`src/rtl/seg_display_scanner_pkg.sv`:
```
// Shared types and constants for the multiplexed 7-segment display scanner.
package seg_pkg;

  // Active-low cathodes, bit 0 = segment a ... bit 6 = segment g
  typedef logic [6:0] seg_t;

  localparam seg_t       SEG_BLANK = 7'h7F;
  localparam logic [7:0] AN_OFF    = 8'hFF;

  typedef enum logic {BLANK, SHOW} scan_state_t;

  // Active-low glyphs for hex digits 0..F
  localparam seg_t HEX_GLYPH [16] = '{
    7'h40, 7'h79, 7'h24, 7'h30, 7'h19, 7'h12, 7'h02, 7'h78,
    7'h00, 7'h10, 7'h08, 7'h03, 7'h46, 7'h21, 7'h06, 7'h0E
  };

endpackage

```
`src/rtl/hex_to_seg.sv`:
```
// Combinational nibble to active-low 7-segment glyph lookup.
module hex_to_seg
  import seg_pkg::*;
(
  input  logic [3:0] nib,
  output seg_t       seg
);

  // Table lookup of the glyph for this nibble
  assign seg = HEX_GLYPH[nib];

endmodule

```
`src/rtl/seg_display_scanner.sv`:
```
// 8-digit multiplexed 7-segment scanner with anti-ghost blanking,
// leading-zero suppression and per-digit enable.
//
//   state | meaning
//   BLANK | all anodes off for BLANK_TICKS cycles; inputs snapshotted on the last cycle
//   SHOW  | digit idx driven from the snapshot for the remainder of the slot
module seg_display_scanner
  import seg_pkg::*;
#(
  parameter int TICKS_PER_DIGIT = 100_000,
  parameter int BLANK_TICKS     = 1_000
) (
  input  logic        clk_in,
  input  logic        reset,
  input  logic [31:0] value,
  input  logic [7:0]  digit_en,
  input  logic [7:0]  dp_mask,
  input  logic        lz_blank,
  output logic [6:0]  seg,
  output logic        dp,
  output logic [7:0]  an
);

  localparam int CW = $clog2(TICKS_PER_DIGIT);
  localparam logic [CW-1:0] BLANK_LAST = CW'(BLANK_TICKS - 1);
  localparam logic [CW-1:0] SHOW_LAST  = CW'(TICKS_PER_DIGIT - BLANK_TICKS - 1);

  scan_state_t   state, state_d;
  logic [CW-1:0] cnt, cnt_d;
  logic [2:0]    idx, idx_d;
  logic          snap_load;

  logic [31:0]   snap_value;
  logic [7:0]    snap_en;
  logic [7:0]    snap_dp;
  logic          snap_lz;

  seg_t          glyph;
  logic          lz_sup;
  logic [7:0]    an_d;
  seg_t          seg_d;
  logic          dp_d;

  // State, tick counter and digit index registers
  always_ff @(posedge clk_in or posedge reset) begin
    if (reset) begin
      state <= BLANK;
      cnt   <= '0;
      idx   <= '0;
    end else begin
      state <= state_d;
      cnt   <= cnt_d;
      idx   <= idx_d;
    end
  end

  // Phase sequencing: the counter restarts on every phase change
  always_comb begin
    state_d   = state;
    cnt_d     = cnt + 1'b1;
    idx_d     = idx;
    snap_load = 1'b0;
    case (state)
      BLANK: begin
        if (cnt == BLANK_LAST) begin
          state_d   = SHOW;
          cnt_d     = '0;
          snap_load = 1'b1;
        end
      end
      SHOW: begin
        if (cnt == SHOW_LAST) begin
          state_d = BLANK;
          cnt_d   = '0;
          idx_d   = idx + 1'b1;
        end
      end
      default: begin
        state_d = BLANK;
        cnt_d   = '0;
      end
    endcase
  end

  // Input snapshot so a slot shows a stable value even if inputs move mid-slot
  always_ff @(posedge clk_in or posedge reset) begin
    if (reset) begin
      snap_value <= '0;
      snap_en    <= '0;
      snap_dp    <= '0;
      snap_lz    <= 1'b0;
    end else if (snap_load) begin
      snap_value <= value;
      snap_en    <= digit_en;
      snap_dp    <= dp_mask;
      snap_lz    <= lz_blank;
    end
  end

  hex_to_seg u_hex_to_seg (
    .nib (snap_value[{idx, 2'b00} +: 4]),
    .seg (glyph)
  );

  // Digit idx is a leading zero when it and every digit to its left are zero
  assign lz_sup = snap_lz && (idx != 3'd0) && ((snap_value >> {idx, 2'b00}) == 32'd0);

  // Next output values for the current phase and digit
  always_comb begin
    an_d  = AN_OFF;
    seg_d = SEG_BLANK;
    dp_d  = 1'b1;
    if (state == SHOW && snap_en[idx]) begin
      if (lz_sup) begin
        if (snap_dp[idx]) begin
          an_d[idx] = 1'b0;
          dp_d      = 1'b0;
        end
      end else begin
        an_d[idx] = 1'b0;
        seg_d     = glyph;
        dp_d      = ~snap_dp[idx];
      end
    end
  end

  // Registered outputs; reset forces the display dark immediately
  always_ff @(posedge clk_in or posedge reset) begin
    if (reset) begin
      an  <= AN_OFF;
      seg <= SEG_BLANK;
      dp  <= 1'b1;
    end else begin
      an  <= an_d;
      seg <= seg_d;
      dp  <= dp_d;
    end
  end

endmodule

```
`config.mk`:
```
export PLATFORM = sky130hd
export DESIGN_NAME = seg_display_scanner
export DESIGN_NICKNAME = d
export VERILOG_FILES = /design/src/rtl/seg_display_scanner_pkg.sv /design/src/rtl/hex_to_seg.sv /design/src/rtl/seg_display_scanner.sv
export SDC_FILE = /design/constraint.sdc
export NUM_CORES = 1
export LEC_CHECK = 0
export CAP_MARGIN = 20
export CORE_MARGIN = 4
export CORE_UTILIZATION = 46
export DETAILED_ROUTE_END_ITERATION = 16
export PLACE_DENSITY = 0.7
export SLEW_MARGIN = 20
export SYNTH_ARGS = -nofsm -noshare
export SYNTH_HDL_FRONTEND = slang
export SYNTH_SLANG_ARGS = --single-unit
```
`constraint.sdc`:
```
create_clock -name clk_in -period 8.36 [get_ports clk_in]
set_input_delay 2.09 -clock clk_in [delete_from_list [all_inputs] [get_ports clk_in]]
set_output_delay 2.09 -clock clk_in [all_outputs]
set_load 0.02 [all_outputs]
```
==> After elaboration in Yosys (flattened, before gate mapping) <==
Memories as Yosys holds them, arrays and structs flattened.
Index checks and enable logic that the tools add are counted.
{ "totals": {"out_inout_bits": 16, "inputBits": 51, "memories": 1, "rom_bits": 112, "elab_cells": 54, "ff_bits": 86} }
{ "mem_list": {"columns": ["memory", "depth", "width", "rd", "rd_ports_with_merged_regs", "wr", "line_no", "text"], "rows": [
  ["(name not given)", 16, 7, 1, 0, 0, "hex_to_seg.sv:10", "assign seg = HEX_GLYPH[nib];"]
]} }
{ "classes": {"n_eq_ne": 2, "reduce_logical": 7, "addsub": 2, "muxes": 23, "n_lt_le_gt_ge": 3, "bitwise": 4, "n_shift": 2} }
{ "ops": {"columns": ["op", "n"], "rows": [
  ["$mux 17", 2],
  ["$pmux 17 s2", 1],
  ["$logic_not 32->1", 1],
  ["$shiftx 32x6->4", 1],
  ["$shr 32x5->32", 1],
  ["$mux 7", 4],
  ["$mux 8", 3],
  ["$add 17x1->17 const B", 1],
  ["$eq 17x10->1 const B", 1],
  ["$eq 17x17->1 const B", 1],
  ["$mux 1", 9],
  ["$not 8->8", 1],
  ["$bmux 1 s3", 2],
  ["$ge 5x5->1 const B", 1],
  ["$not 4->5", 1],
  ["$logic_and 1x1->1", 4],
  ["$lt 3x4->1 const B", 1],
  ["$add 3x1->3 const B", 1],
  ["$demux 1 s3", 1],
  ["$ge 3x1->1 const B", 1],
  ["$reduce_bool 3->1", 1],
  ["$not 1->1", 2],
  ["$pmux 1 s2", 1],
  ["$reduce_and 2->1", 1]
]} }

==> Logic depth before layout (Yosys ltp) <==
Gate-level depths: netlist (run 1).
{ "depth": {"depth_word": 8, "depth_mapped": 12, "ltp_nobuf": 10} }

==> Hierarchy <==
A second synthesis (run 1) with hierarchy kept.
{ "hier_totals": {"hier_cells": 370, "area_unflattened_um2": 4733.3} }
{ "by_module_without_submodules": {"columns": ["module", "cells_each", "area_each_um2", "seq_area_each_um2", "instances"], "rows": [
  ["seg_display_scanner", 338, 4458.0, 2172.1, 1],
  ["hex_to_seg", 32, 275.3, 0.0, 1]
]} }

==> Worst setup path before layout (run 1) <==
OpenSTA, ideal clock, no wires.
{ "synth_timing": {"path_type": "flip-flop to flip-flop", "startpoint": "register idx[0]", "endpoint": "register seg[0]", "setup_slack_ns": 5.706, "n_path_buf": 1, "synth_period_minus_slack_ns": 2.654, "path_stages_with_launch": 11, "t_arrival_ns": 2.556, "required_time_ns": 8.262, "setup_ns": 0.098, "path_cell_list": "dfrtp_1 > buf_6 > mux4_2 > mux2_2 > inv_1 > ha_1 > and4bb_2 > o21ai_2 > a2111oi_4 > a21oi_2 > o311ai_1"} }
{ "synth_via": {"elab_chain_len": 7, "elab_cells_between_ends": 15, "cone_classes": "shift: 2; mux: 6; bitwise: 1; reduce/logical: 5; memory: 1"} }
{ "synth_rtl": {"columns": ["item", "line_no", "text"], "rows": [
  ["start: declaration", "seg_display_scanner.sv:30", "logic [2:0] idx, idx_d;"],
  ["start signal: assignment", "seg_display_scanner.sv:53", "idx <= idx_d;"],
  ["$shiftx 32x6->4", "seg_display_scanner.sv:101", ".nib (snap_value[{idx, 2'b00} +: 4]),"],
  ["$not 4->5 (not written as such)", "hex_to_seg.sv:10", null],
  ["$mem_v2 16x7", null, null],
  ["$mux 7 (not written as such) (2 in a row)", "hex_to_seg.sv:10", null],
  ["$mux 7", "seg_display_scanner.sv:114", "if (lz_sup) begin"],
  ["$mux 7 (*)", "seg_display_scanner.sv:113", "if (state == SHOW && snap_en[idx]) begin"],
  ["named net seg_d[0]", "seg_display_scanner.sv:41", "seg_t seg_d;"],
  ["end signal: assignment", "seg_display_scanner.sv:135", "seg <= seg_d;"],
  ["end: declaration", "seg_display_scanner.sv:19", "output logic [6:0] seg,"]
]} }
The timed path passes the listed nets; every way through them passes the cells marked *. The select of a mux whose other input is x is not followed.
A chain may end at the register's enable or synchronous reset.

==> Worst setup path after layout (run 1) <==
{ "layout_timing": {"startpoint": "register an[7]", "endpoint": "output port an[7]"} }
{ "layout_lines": {"columns": ["item", "line_no", "text"], "rows": [
  ["start: declaration", "seg_display_scanner.sv:21", "output logic [7:0] an"],
  ["start signal: assignment", "seg_display_scanner.sv:134", "an <= an_d;"]
]} }
No word-level cell between the ends.

==> reports/qor.yml, run 1 <==
setup_tns_ns: 0
drc: 0
synth.avg_cell_area_um2: 12.8
irDropWorstVdd_v: 0.0000621
dieWidth_um: 105
place.gp.congestion: 0.841
relSlewSlack_pct: 28.8
grt_max_degree: 87
grt_pass1_vias: 2958
worst-path-buf-inv: 1
cp-end-kind: "output port"
max_cap_violations: 0
clk_latency_ns: 0.35
cts.sinks: 86
criticalPathCategory: "reg2out"
final_util_pct: 58.2
viasPerCell: 5.58
yosysUniqueCellTypes: 61
htree_num_levels: 3
synth_seq_area_share_pct: 50.7
antenna_found_initial: 0
die_h_um: 105
cts_buffer_depth: 2
final_max_slew_viol_count: 0
routed_wl_um: 8740
powerDensity_nw_per_um2: 139
synth_edf_count: 0
syn_nets: 394
finalSetupViolCount: 0
status: "finished, final reports clean"
grt_pass1_wl_um: 14700
finalHoldViolations: 0
yosysTopAreaCell: "dfrtp_1"
rsz0062_at_grt: "false"
worst_pin_slew_ns: 1.07
crit_slowest_cell: "clkdlybuf4s50_1"
placed_cell_area_um2: 4990
grt.overflow.total: 0
num_vias: 2865
leakage_uw: 0.00232
async_reset_ff_share_pct: 100
syn2layout_area_growth_pct: 20.7
worst_hold_path_type: "reg2reg"
critical-path-max-stage-delay_ns: 0.60
drive_above_1_share_pct: 25.2
final_area_um2: 5170
rows: 34
ys_ff_latch: 86
numCtsBuffers: 9
worst_slack_ns: 4.78
timing.fmax_ghz: 0.280
synth_cells: 334
path_cells: "clkdlybuf4s50_1"
post-dp-hpwl_um: 6280
cts_root_buf: "clkbuf_8"
power_uw: 718
synth_flop_cell: "dfrtp_1"
crit_path_start_kind: "flop"
cp.arrival_ns: 1.49
port_buffers: 66
synth.cell_area_um2: 4290
hold_buffers: 0
grtUsageTotal_pct: 16.5
ant_nets: 0
avgRoutedWirePerCell_um: 17.0
die-area_um2: 10900
n_antenna_cell: 0
cts_setup_buffers: 0
cp_max_fo: 1
synth_top_area_share_pct: 40.9
initial_core_util_pct: 48.2
dr.pass1.iters: 4
required_ns: 6.27
ioPinCount: 67
synth-warning-count: 0
synth_area_leaders: "dfrtp_1, mux2_2, dfstp_2, mux4_2, mux2_1"
core_um2: 8890
min_period_over_period_pct: 42.8
nNetsFinal: 460
skew_ns: 0.0140
finalCriticalPeriod_ns: 3.58
cts_tree: "yes"
cts_resized: 0
dp_slack_ns: 4.84
path_clk_slew_ns: 0.09
cp_top_family: "buffers and inverters"
first_iter_violations: 195
[registers in the layout (all words and copies together) (netlist names)]
signal      cells
state           1
idx             3
snap_en         8
seg             7
dp              1
cnt            17
snap_dp         8
snap_lz         1
snap_value     32
an              8
[cells in the final DEF (no fill, tap or decap), drive strengths merged, types with 3 or more instances in the layout]
cell type,count
dfrtp,70
nor4,6
a221oi,4
o211ai,3
xor2,9
clkinv,4
nor3b,3
ha,9
xnor2,8
dfstp,16
clkdlybuf4s50,66
a21oi,3
inv,11
o21ai,10
and3,5
nand3,9
mux4,9
nor3,5
nor2,26
o311ai,3
mux2i,8
clkbuf,10
nand4,7
nand4b,3
mux2,52
nand2,16
buf,3
[final cells by class]
class	instances	area, µm²
Sequential cell	86	2170
Clock inverter	6	43.8
Tap cell	108	135
Inverter	10	38.8
Fill cell	743	3720
Multi-Input combinational cell	224	1960
Clock buffer	10	138
Timing Repair Buffer	69	687
[metal layers]
metal,track usage (%),vias to the layer above,routed length (µm)
met4,5.79,0,55
met2,25.3,54,4190
li1,-,1359,-
met3,3.45,6,383
met1,23.3,1446,4110
met5,0,-,0
[logic make-up after synthesis]
kind of cell / synth area share [%]
AOI/OAI and AO/OA: 6.54
xor gates and xnor gates: 3.47
adders and majority gates: 2.63
buffers and inverters: 3.74
DFF: 50.7
muxes: 20.6
and+or+nand+nor: 12.3
[synth_stat cells (2+ instances only)]
cell type and number:
o211ai_1 2, nand3_1 8, mux2_2 41, nor2_1 26
clkbuf_8 4, ha_1 9, nand2b_1 2, a221oi_1 4
a22oi_1 2, mux2_1 11, buf_2 6, nand4_1 7
o221ai_1 2, xor2_1 9, nor3b_1 3, mux2i_1 7
nand2_1 16, o311ai_1 3, mux4_2 8, inv_1 9
dfstp_2 16, and2b_2 2, nor4_1 5, a21oi_1 2
and3_1 4, o22ai_1 2, nor3_1 4, nor2b_1 2
o21ai_1 2, o21ai_0 7, dfrtp_1 70, xnor2_1 8
nand4b_1 3
[power breakdown]
part           switching (µW)  total, µW  internal [µW]
Sequential                  0        416            416
Clock                     153        270            118
Combinational            10.9       31.8           20.8
[per-stage QoR]
step | hold WS (ns) | instances
detailed placement | 0.471 | 497
global placement | 0.449 | 497
finish | 0.479 | 513
CTS | 0.482 | 513
global route | 0.506 | 513
floorplan | 0.432 | 334
[worst paths after layout]
path                              from  cells after the start         end  slack [ns]
worst max-delay path             an[7]                      1       an[7]        4.78
worst min-delay path            cnt[0]                      1      cnt[0]        0.48
worst max register to register  idx[0]                     10      seg[1]        4.86
worst min register to register  cnt[0]                      1      cnt[0]        0.48
max in group asynchronous        reset                      3     cnt[10]        5.57
min in group asynchronous        reset                      3  snap_dp[5]        2.24
Power figures use the tool's default switching activity.
==> inputs of run 2 (changes only) <==
--- a/config.mk
+++ b/config.mk
@@ -9,7 +9,7 @@
 export CORE_MARGIN = 4
 export CORE_UTILIZATION = 46
 export DETAILED_ROUTE_END_ITERATION = 16
-export PLACE_DENSITY = 0.7
+export PLACE_DENSITY = 0.73
 export SLEW_MARGIN = 20
 export SYNTH_ARGS = -nofsm -noshare
 export SYNTH_HDL_FRONTEND = slang
==> constraint.sdc (replaced) <==
create_clock -name clk_in -period 2.95 [get_ports clk_in]
set_input_delay 0.7375 -clock clk_in [delete_from_list [all_inputs] [get_ports clk_in]]
set_output_delay 0.7375 -clock clk_in [all_outputs]
set_load 0.02 [all_outputs]
==> run 2 against run 1 <==
Die area is the same; power grew to 3.0 times the previous value; non-clock buffer count grew 7; combinational power grew to 2.9 times the previous value; worst hold slack lost 0.015 ns; via count grew 3.4%; global-route usage grew 0.53 points; routed wire length grew 4.2%; flip-flop and latch count is the same; setup slack lost 4.6 ns; largest cell class unchanged; largest power group unchanged.
==> reports/qor.yml, run 2 (synthesized netlist as in run 1, its figures left out) <==
grt_most_used_layer: "met2"  # unchanged
nNetsFinal: 467  # was 460
required_ns: 3.19  # was 6.27 ns
largest_register_ffs: 32  # unchanged
finalHoldViolations: 0  # unchanged
reg_top3: "snap_value: 32 flops, cnt: 17 flops"  # unchanged
setup_tns_ns: 0  # unchanged
regToRegStartpoint: "idx[0]"  # unchanged
dieWidth_um: 105  # unchanged
use_met2_pct: 27.6  # was 25.3%
timing.fmax_ghz: 0.358
n_antenna_cell: 0  # unchanged
die-area_um2: 10900  # unchanged
finalCriticalPeriod_ns: 2.79
cts_root_buf: "clkbuf_8"  # unchanged
max_cap_violations: 0  # unchanged
use_met1_pct: 23.1  # was 23.3%
irDropWorstVdd_v: 0.000266  # was 0.0000621 V
core_um2: 8890  # unchanged
viasPerCell: 5.69  # was 5.58
ant_nets: 0  # unchanged
first_iter_violations: 158  # was 195
port_buffers: 66  # unchanged
dp_slack_ns: 0.0931  # was 4.84 ns
drive_above_1_share_pct: 26.7  # was 25.2%
ioPinCount: 67  # unchanged
grt.overflow.total: 0  # unchanged
antenna_found_initial: 0  # unchanged
crit_slowest_cell: "mux4_2"  # was clkdlybuf4s50_1
final_common_cell: "dfrtp_1"  # unchanged
htree_num_levels: 3  # unchanged
cts_buffer_depth: 2  # unchanged
worst_pin_slew_ns: 0.481  # was 1.07 ns
path_clk_slew_ns: 0.09  # about the same
hold_buffers: 0  # unchanged
min_period_over_period_pct: 94.7
clk_latency_ns: 0.35  # about the same
rsz0062_at_grt: "false"  # unchanged
leakage_uw: 0.00237  # was 0.00232 µW
top_register: "snap_value"  # unchanged
routed_wl_um: 9110  # was 8740 µm
min_from: "cnt[0]"  # unchanged
cp-end-kind: "flop"  # was output port
cp.arrival_ns: 3.04  # was 1.49 ns
worst_slack_ns: 0.158  # was 4.78 ns
avgRoutedWirePerCell_um: 17.5  # was 17.0 µm
grt_max_degree: 40  # was 87
critical-path-max-stage-delay_ns: 0.55  # was 0.60 ns
relSlewSlack_pct: 67.9  # was 28.8%
grt_pass1_vias: 3028  # was 2958
powerDensity_nw_per_um2: 414  # was 139 nW/µm²
drc: 0  # unchanged
final_max_slew_viol_count: 0  # unchanged
crit_path_start_kind: "flop"  # unchanged
grt_use_met3_pct: 3.58  # was 3.45%
status: "finished, final reports clean"  # unchanged
cts_tree: "yes"  # unchanged
finalSetupViolCount: 0  # unchanged
initial_core_util_pct: 48.2  # unchanged
setup.worst_path.start: "idx[0]"  # was an[7]
grt_pass1_wl_um: 15100  # was 14700 µm
cts.sinks: 86  # unchanged
cts_setup_buffers: 0  # unchanged
num_vias: 2961  # was 2865
cp_max_fo: 7  # was 1
numCtsBuffers: 9  # unchanged
path_cells: "mux4_2, mux2_2, inv_1, ha_1, and4bb_2, o21ai_2, a2111oi_4, a21oi_2, o311ai_1"  # was clkdlybuf4s50_1
die_h_um: 105  # unchanged
syn2layout_area_growth_pct: 23.4  # was 20.7%
most-common-layout-cells: "dfrtp_1, clkdlybuf4s50_1, mux2_2"  # unchanged
grtUsageTotal_pct: 17.0  # was 16.5%
place.gp.congestion: 0.872  # was 0.841
criticalPathCategory: "reg2reg"  # was reg2out
skew_ns: 0.0127  # was 0.0140 ns
worst_hold_path_type: "reg2reg"  # unchanged
rows: 34  # unchanged
post-dp-hpwl_um: 6830  # was 6280 µm
dr.pass1.iters: 4  # unchanged
-- run 2: cell count changes in the layout (fill, tap and decap cells not counted) --
cell and delta:
buf_12 +2, buf_4 +6, buf_6 -1, bufinv_16 +2
clkbuf_8 -1, clkinv_2 -1, clkinvlp_4 +1, dfrtp_1 -1
dfrtp_2 +1, inv_6 -1
-- run 2: report_power, final --
group / switching, µW / internal [µW] / total, µW / leakage [µW]
logic: 32.0 / 61.3 / 93.3 / 0.00113
clock network: 437 / 480 / 917 / 0.000106
registers: 0 / 1180 / 1180 / 0.00113
total: 469 / 1720 / 2190 / 0.00237
-- run 2: cell type report --
cell class                      count  area, µm²
Clock buffer                        9        124
Clock inverter                      7       97.6
Fill cell                         723       3600
Inverter                           10       38.8
Multi-Input combinational cell    224       1960
Sequential cell                    86       2170
Tap cell                          108        135
Timing Repair Buffer               76        761
-- run 2: final timing paths --
kind | slack (ns) | endpoint | cells past startpoint
min in group asynchronous | 0.70 | snap_dp[4] | 2
hold reg to reg | 0.46 | cnt[0] | 1
hold / removal | 0.46 | cnt[0] | 1
max in group asynchronous | 1.53 | seg[2] | 3
setup reg to reg | 0.16 | seg[1] | 9
setup / recovery | 0.16 | seg[1] | 9
-- run 2: worst max-delay path: cells and delay by family (launching register included) --
| family | cells | cell delay, ns |
|---|---|---|
| multiplexers | 2 | 0.89 |
| AO/OA/AOI/OAI | 4 | 0.73 |
| flip-flops | 1 | 0.45 |
| AND/OR/NAND/NOR | 1 | 0.26 |
| adder cells (fa/ha/maj) | 1 | 0.22 |
| buffers and inverters | 1 | 0.14 |
-- run 2: metal layers --
layer  wire length [µm]  vias up  part of all wire, %
met5                  0        -                    0
met4                120        0                  1.3
met3                565       12                  6.2
met2               4420       89                   48
met1               4010     1488                   44
li1                   -     1372                    -
-- run 2: stage by stage --
| stage | instances | total power [µW] | hold slack, ns | instance area (µm²) | utilization [%] |
|---|---|---|---|---|---|
| global placement | 504 | 1300 | 0.444 | 5070 | 57.0 |
| CTS | 520 | 2200 | 0.467 | 5290 | 59.5 |
| detailed placement | 504 | 1300 | 0.455 | 5070 | 57.0 |
| global route | 520 | 2260 | 0.479 | 5290 | 59.5 |
| finish | 520 | 2190 | 0.463 | 5290 | 59.5 |
| floorplan | 334 | 1220 | 0.432 | 4290 | - |
-- run 2: timing repair --
action | CTS | global route
endpoints found under the setup margin | 0 | 11
endpoints found under the hold margin | 0 | 0
resized for setup | 0 | 1
==> inputs of run 3 (changes only) <==
--- a/config.mk
+++ b/config.mk
@@ -10,6 +10,7 @@
 export CORE_UTILIZATION = 46
 export DETAILED_ROUTE_END_ITERATION = 16
 export PLACE_DENSITY = 0.73
+export SETUP_SLACK_MARGIN = 0.1
 export SLEW_MARGIN = 20
 export SYNTH_ARGS = -nofsm -noshare
 export SYNTH_HDL_FRONTEND = slang
==> run 3 against run 2 <==
Routed wire length is 3.6% lower; global-route usage down 0.34 points; cell area rose by 0.12%; fmax up 4.3%; setup slack improved by 0.12 ns; power decreased by 0.74%; critical endpoint is now seg[0].
==> reports/qor.yml, run 3 (synthesized netlist as in run 1, its figures left out) <==
antenna_found_initial: 0  # unchanged
htree_num_levels: 3  # unchanged
largest_register_ffs: 32  # unchanged
path_clk_slew_ns: 0.09  # about the same
finalSetupViolCount: 0  # unchanged
regToRegStartpoint: "idx[0]"  # unchanged
timing.fmax_ghz: 0.374  # was 0.358 GHz
final_common_cell: "dfrtp_1"  # unchanged
reg_top3: "snap_value: 32 flops, cnt: 17 flops"  # unchanged
path_cells: "mux4_2, mux2_2, inv_1, ha_1, and4bb_2, o21ai_2, a2111oi_4, a21oi_2, o311ai_1"  # unchanged
setup_tns_ns: 0  # unchanged
port_buffers: 66  # unchanged
cts_buffer_depth: 2  # unchanged
top_register: "snap_value"  # unchanged
most-common-layout-cells: "dfrtp_1, clkdlybuf4s50_1, mux2_2"  # unchanged
min_period_over_period_pct: 90.7  # was 94.7%
cts_setup_buffers: 0  # unchanged
place.gp.congestion: 0.875  # was 0.872
die-area_um2: 10900  # unchanged
syn2layout_area_growth_pct: 23.6  # was 23.4%
cts_tree: "yes"  # unchanged
routed_wl_um: 8780  # was 9110 µm
initial_core_util_pct: 48.2  # unchanged
avgRoutedWirePerCell_um: 16.9  # was 17.5 µm
skew_ns: 0.0102  # was 0.0127 ns
final_max_slew_viol_count: 0  # unchanged
worst_pin_slew_ns: 0.598  # was 0.481 ns
cts.sinks: 86  # unchanged
rsz0062_at_grt: "false"  # unchanged
drive_above_1_share_pct: 26.6  # was 26.7%
clk_latency_ns: 0.35  # about the same
num_vias: 2923  # was 2961
cp.arrival_ns: 2.93  # was 3.04 ns
rows: 34  # unchanged
criticalPathCategory: "reg2reg"  # unchanged
leakage_uw: 0.00238  # was 0.00237 µW
worst_hold_path_type: "reg2reg"  # unchanged
status: "finished, final reports clean"  # unchanged
crit_slowest_cell: "mux4_2"  # unchanged
n_antenna_cell: 0  # unchanged
max_cap_violations: 0  # unchanged
nNetsFinal: 468  # was 467
finalCriticalPeriod_ns: 2.68  # was 2.79 ns
core_um2: 8890  # unchanged
fin_hold_ws_ns: 0.489  # was 0.463 ns
irDropWorstVdd_v: 0.000300  # was 0.000266 V
grt_pass1_vias: 2980  # was 3028
cts_resized: 0  # unchanged
required_ns: 3.20  # was 3.19 ns
numCtsBuffers: 9  # unchanged
min_from: "cnt[0]"  # unchanged
grt.overflow.total: 0  # unchanged
grt_max_degree: 44  # was 40
cp_max_fo: 7  # unchanged
finalHoldViolations: 0  # unchanged
ant_nets: 0  # unchanged
dieWidth_um: 105  # unchanged
grtUsageTotal_pct: 16.7  # was 17.0%
crit_path_start_kind: "flop"  # unchanged
hold_buffers: 0  # unchanged
setup.worst_path.start: "idx[0]"  # unchanged
relSlewSlack_pct: 60.1  # was 67.9%
critical-path-max-stage-delay_ns: 0.54  # was 0.55 ns
powerDensity_nw_per_um2: 410  # was 414 nW/µm²
grt_pass1_wl_um: 14800  # was 15100 µm
cts_root_buf: "clkbuf_8"  # unchanged
drc: 0  # unchanged
dr.pass1.iters: 4  # unchanged
post-dp-hpwl_um: 6650  # was 6830 µm
viasPerCell: 5.61  # was 5.69
first_iter_violations: 157  # was 158
die_h_um: 105  # unchanged
cp-end-kind: "flop"  # unchanged
ioPinCount: 67  # unchanged
==> run 3: cell count changes in the layout (fill, tap and decap cells not counted) <==
| cell | before | now |
|---|---|---|
| buf_4 | 8 | 9 |
| clkinv_4 | 1 | 0 |
| dfrtp_1 | 69 | 70 |
| dfrtp_2 | 1 | 0 |
| inv_6 | 1 | 2 |
==> run 3: power breakdown <==
group / switching (µW) / internal (µW) / total (µW) / leakage, µW
logic: 31.9 / 61.5 / 93.3 / 0.00113
clock network: 421 / 480 / 901 / 0.000110
registers: 0 / 1180 / 1180 / 0.00113
total: 453 / 1720 / 2170 / 0.00238
==> run 3: cell type report <==
cell class,count,area (µm²)
inverter,10,41.3
fill,711,3590
clock inverter,7,95.1
sequential,86,2170
multi-input combinational,224,1960
tap,108,135
clock buffer,9,124
timing repair buffer,77,768
==> run 3: worst paths after layout <==
check / depth (start not counted) / endpoint / slack (ns)
setup / recovery: 9 / seg[0] / 0.27
hold / removal: 1 / cnt[0] / 0.49
setup reg to reg: 9 / seg[0] / 0.27
hold reg to reg: 1 / cnt[0] / 0.49
max in group asynchronous: 3 / seg[2] / 1.48
min in group asynchronous: 2 / snap_dp[1] / 0.79
==> run 3: through the flow <==
stage | cell area (µm²) | instances | power (µW) | utilization, % | setup slack [ns]
finish | 5300 | 521 | 2170 | 59.6 | 0.274
global route | 5300 | 521 | 2250 | 59.6 | 0.118
CTS | 5300 | 521 | 2190 | 59.6 | 0.136
detailed placement | 5080 | 505 | 1300 | 57.1 | 0.162
global placement | 5080 | 505 | 1300 | 57.1 | 0.242
floorplan | 4290 | 334 | 1220 | - | 0.296
==> run 3: routing by layer <==
layer / track usage, % / vias up / part of all wire, %
met5: 0 / - / 0
met4: 6.36 / 0 / 2.1
met3: 3.82 / 16 / 4.7
met2: 24.8 / 68 / 46
met1: 23.9 / 1455 / 47
li1: - / 1384 / -
==> run 3: worst max-delay path: cells and delay by family (launching register included) <==
family	cells	cell delay (ns)
adder cells (fa/ha/maj)	1	0.20
AND/OR/NAND/NOR	1	0.24
multiplexers	2	0.88
flip-flops	1	0.43
buffers and inverters	1	0.14
AO/OA/AOI/OAI	4	0.69
